<file path="config.mk">
export PLATFORM = sky130hd
export DESIGN_NAME = digit_serial_subtractor
export DESIGN_NICKNAME = d
export VERILOG_FILES = /design/src/rtl/digit_serial_subtractor.sv
export SDC_FILE = /design/constraint.sdc
export NUM_CORES = 1
export LEC_CHECK = 0
export CAP_MARGIN = 5
export CORE_UTILIZATION = 40
export CTS_CLUSTER_SIZE = 40
export DETAILED_ROUTE_END_ITERATION = 10
export PLACE_DENSITY = 0.76
export SETUP_SLACK_MARGIN = 0.2
export SYNTH_ARGS = -nofsm -noshare
export SYNTH_HDL_FRONTEND = slang
export SYNTH_SLANG_ARGS = --single-unit
</file>
<file path="constraint.sdc">
create_clock -name clk -period 4.71 [get_ports clk]
set_input_delay 1.413 -clock clk [delete_from_list [all_inputs] [get_ports clk]]
set_output_delay 1.413 -clock clk [all_outputs]
set_load 0.05 [all_outputs]
</file>
<file path="src/rtl/digit_serial_subtractor.sv">
// Multi-cycle subtractor d = a - b - bin, DIGIT bits per clock through a registered borrow.
// Optional DSUB_SAT_EN: clamp d to 0 on unsigned underflow (bout still reports 1).
module digit_serial_subtractor #(
  parameter int WIDTH = 32,
  parameter int DIGIT = 8
) (
  input  logic             clk,
  input  logic             rst,
  input  logic             in_valid,
  output logic             in_ready,
  input  logic [WIDTH-1:0] a,
  input  logic [WIDTH-1:0] b,
  input  logic             bin,
  output logic             out_valid,
  input  logic             out_ready,
  output logic [WIDTH-1:0] d,
  output logic             bout,
  output logic             ovf,
  output logic             zero
);

  localparam int N  = WIDTH / DIGIT;
  localparam int KW = (N > 1) ? $clog2(N) : 1;
  localparam logic [KW-1:0] K_LAST = KW'(N - 1);

  typedef enum logic [1:0] {IDLE, RUN, DONE} state_t;

  state_t           state, state_next;
  logic [WIDTH-1:0] a_reg, b_reg, res_reg;
  logic             borrow_reg;
  logic [KW-1:0]    k_reg;
  logic             accept, step, done;
  logic [DIGIT-1:0] a_dig, b_dig;
  logic [DIGIT:0]   dig_ext;

  always_ff @(posedge clk or posedge rst) begin
    if (rst) state <= IDLE;
    else     state <= state_next;
  end

  always_comb begin
    state_next = state;
    in_ready   = 1'b0;
    out_valid  = 1'b0;
    accept     = 1'b0;
    step       = 1'b0;
    case (state)
      IDLE: begin
        in_ready = !rst;
        if (in_valid && !rst) begin
          accept     = 1'b1;
          state_next = RUN;
        end
      end
      RUN: begin
        step = 1'b1;
        if (k_reg == K_LAST) state_next = DONE;
      end
      DONE: begin
        out_valid = 1'b1;
        if (out_ready) state_next = IDLE;
      end
      default: state_next = IDLE;
    endcase
  end

  // One digit of the borrow chain; the extra top bit is the digit's borrow-out.
  assign a_dig   = a_reg[int'(k_reg)*DIGIT +: DIGIT];
  assign b_dig   = b_reg[int'(k_reg)*DIGIT +: DIGIT];
  assign dig_ext = {1'b0, a_dig} - {1'b0, b_dig} - (DIGIT+1)'(borrow_reg);

  always_ff @(posedge clk or posedge rst) begin
    if (rst) begin
      a_reg      <= '0;
      b_reg      <= '0;
      res_reg    <= '0;
      borrow_reg <= 1'b0;
      k_reg      <= '0;
    end else if (accept) begin
      a_reg      <= a;
      b_reg      <= b;
      res_reg    <= '0;
      borrow_reg <= bin;
      k_reg      <= '0;
    end else if (step) begin
      res_reg[int'(k_reg)*DIGIT +: DIGIT] <= dig_ext[DIGIT-1:0];
      borrow_reg <= dig_ext[DIGIT];
      k_reg      <= (k_reg == K_LAST) ? '0 : k_reg + 1'b1;
    end
  end

  assign done = (state == DONE);
  assign bout = done && borrow_reg;
  // Overflow always judged on the wrapped result, even when saturating.
  assign ovf  = done && (a_reg[WIDTH-1] != b_reg[WIDTH-1]) && (res_reg[WIDTH-1] != a_reg[WIDTH-1]);

`ifdef DSUB_SAT_EN
  assign d = (done && borrow_reg) ? '0 : res_reg;
`else
  assign d = res_reg;
`endif

  assign zero = done && (d == '0);

endmodule

</file>
==> flow_summary.ini <==
[run_status]
status = finished with violations
violations = design-rule violations

[logic_synthesis]
post_synth_num_cell_types = 39
synthArstFlopShare_pct = 100
synth_area_mm2 = 0.00479
syn_avg_cell_area_um2 = 13.7
synthCells = 350
ys_seq_elements = 101
synth-seq-area-share_pct = 52.7
ys.flop_type = dfrtp_1
synth_edf_count = 0
syn-num-nets = 437
ys.warnings.count = 0

[global_route]
grt_usage_pct = 18.1
grt_pass1_wl_um = 17500
grt_pass1_vias = 3412
grt-ovfl-total = 0
antenna_found_initial = 0
grt_max_degree = 70

[floorplan]
fp.dieH_um = 111
die_area_mm2 = 0.0124
ioPinCount = 106
coreArea_mm2 = 0.0116
start_util_pct = 41.4
row_count = 39
dieWidth_um = 111

[routing]
ant_nets = 0
vias = 3283
drt_pre_antenna_iters = 10
vias_per_cell = 5.44
routed_wl_um = 10500
detail_route.wl_per_cell_um = 17.5
dr.first_iter.drc_count = 160
drc = 10

[clock_network]
cts_max_path_buffers = 2
clock_latency_ns = 0.34
cts_root_buf = clkbuf_16
clk_pin_slew_ns = 0.07
cts_tree = yes
cts_sinks = 101
cts_setup_buffers = 0
cts-resized-gates = 0
holdBufCountCts = 0
numCtsBuffers = 9
cts_htree_levels = 3

[timing]
final.period_utilization_pct = 79.5
worst_clock_skew_ns = 0.00575
hold_viol_final = 0
rsz0062_at_grt = false
drv_slew = 0
max_freq_ghz = 0.267
post-route-min-period_ns = 3.75
worst_pin_slew_ns = 0.757
setup_viol = 0
fin_tns_setup_ns = 0
slew_headroom_pct = 49.1

[critical_path]
cp-end-kind = output port
cp.arrival_ns = 2.33
path_class = input pin to output port
worstPathRequired_ns = 3.30
crit_path_start_kind = input pin
critPathMaxFanout = 3

[job]
max_cap_violations = 0

[finish]
area_delta_synth_final_pct = 31.1
insertedDiodeCount = 0
layout-drive-gt1-share_pct = 23.3
fillCellCount = 976
fin_nets = 542

[place]
place.gp.congestion = 0.796
hpwlAfterDp_um = 7920
port_buffers = 105

[min_path]
min_path_type = register to register
-- critical path: stages --
cell and delay, ns:
clkdlybuf4s50_1 0.51, nor3_1 0.18, buf_4 0.23
-- cell families after synthesis --
group / Yosys count / synth area share, %
flip-flops: 101 / 52.7
multiplexers: 82 / 23.0
AO/OA/AOI/OAI: 52 / 8.22
AND/OR/NAND/NOR: 46 / 5.85
buffers and inverters: 44 / 3.78
adder cells (fa/ha/maj): 18 / 5.01
XOR/XNOR: 7 / 1.44
-- final timing paths --
| check | start | slack, ns | cells after the start | end |
|---|---|---|---|---|
| worst max-delay path | rst | 0.96 | 3 | in_ready |
| worst min-delay path | a_reg[19]$_DFFE_PP0P_ | 0.50 | 1 | a_reg[19]$_DFFE_PP0P_ |
| worst max register to register | k_reg[0]$_DFFE_PP0P_ | 1.07 | 8 | d[22]$_DFFE_PP0P_ |
| worst min register to register | a_reg[19]$_DFFE_PP0P_ | 0.50 | 1 | a_reg[19]$_DFFE_PP0P_ |
| max in group asynchronous | rst | 1.87 | 4 | a_reg[25]$_DFFE_PP0P_ |
| min in group asynchronous | rst | 1.71 | 3 | d[11]$_DFFE_PP0P_ |
-- area by class of cell --
type | count | area, um2 | area share (%)
clock inverters | 6 | 55.1 | 0.876
clock buffers | 10 | 229 | 3.64
inverters | 28 | 109 | 1.73
flip-flops and latches | 101 | 2530 | 40.2
repair buffers | 110 | 1100 | 17.5
multi-input cells | 205 | 2080 | 33.2
well taps | 143 | 179 | 2.85
-- routing by layer --
layer  up-vias  global-route usage, %  share of wire (%)
li1       1502                      -                  -
met1      1665                   23.4                 43
met5         -                      0                  0
met3        11                   4.57                5.5
met2       105                   30.3                 51
met4         0                   4.86                1.2
-- per-stage QoR --
stage               utilization, %  worst slack (ns)  cells  area (um2)  hold WS (ns)
finish                        54.3             0.965    603        6280         0.504
global route                  54.3             0.847    603        6280         0.522
CTS                           54.3             0.952    603        6280         0.508
detailed placement            51.9             0.987    587        6000         0.491
global placement              51.9             0.982    587        6000         0.485
floorplan                        -             0.664    350        4800         0.475
-- cells in the final DEF (no fill, tap or decap), drive strengths merged, types with 3 or more instances in the layout --
master         count
dfrtp            101
o21ai              6
inv               29
nor4               9
ha                16
mux4              16
clkinvlp           3
xor2               4
nand2             12
clkdlybuf4s50    104
buf                6
nor2               6
clkbuf            10
xnor2              3
nand2b             4
a21oi              8
a22o              28
mux2              64
nor3               4
a21o               4
-- cells in the mapped netlist, types with 4 or more instances --
master	instances	area (um2)
a21o_1	4	30.0
a21oi_1	8	40.0
a22o_1	28	245
buf_2	13	65.1
dfrtp_1	101	2530
ha_1	16	200
inv_1	28	105
mux2_2	64	721
mux4_2	16	360
nand2_1	12	45.0
nand2b_1	4	25.0
nor2_1	6	22.5
nor3_1	4	20.0
nor4_1	8	50.1
o21ai_1	5	25.0
xor2_1	4	35.0
Power is left out: the tool's default activity adds up to more than one toggle a clock period on the data nets, which glitch-free logic cannot reach.
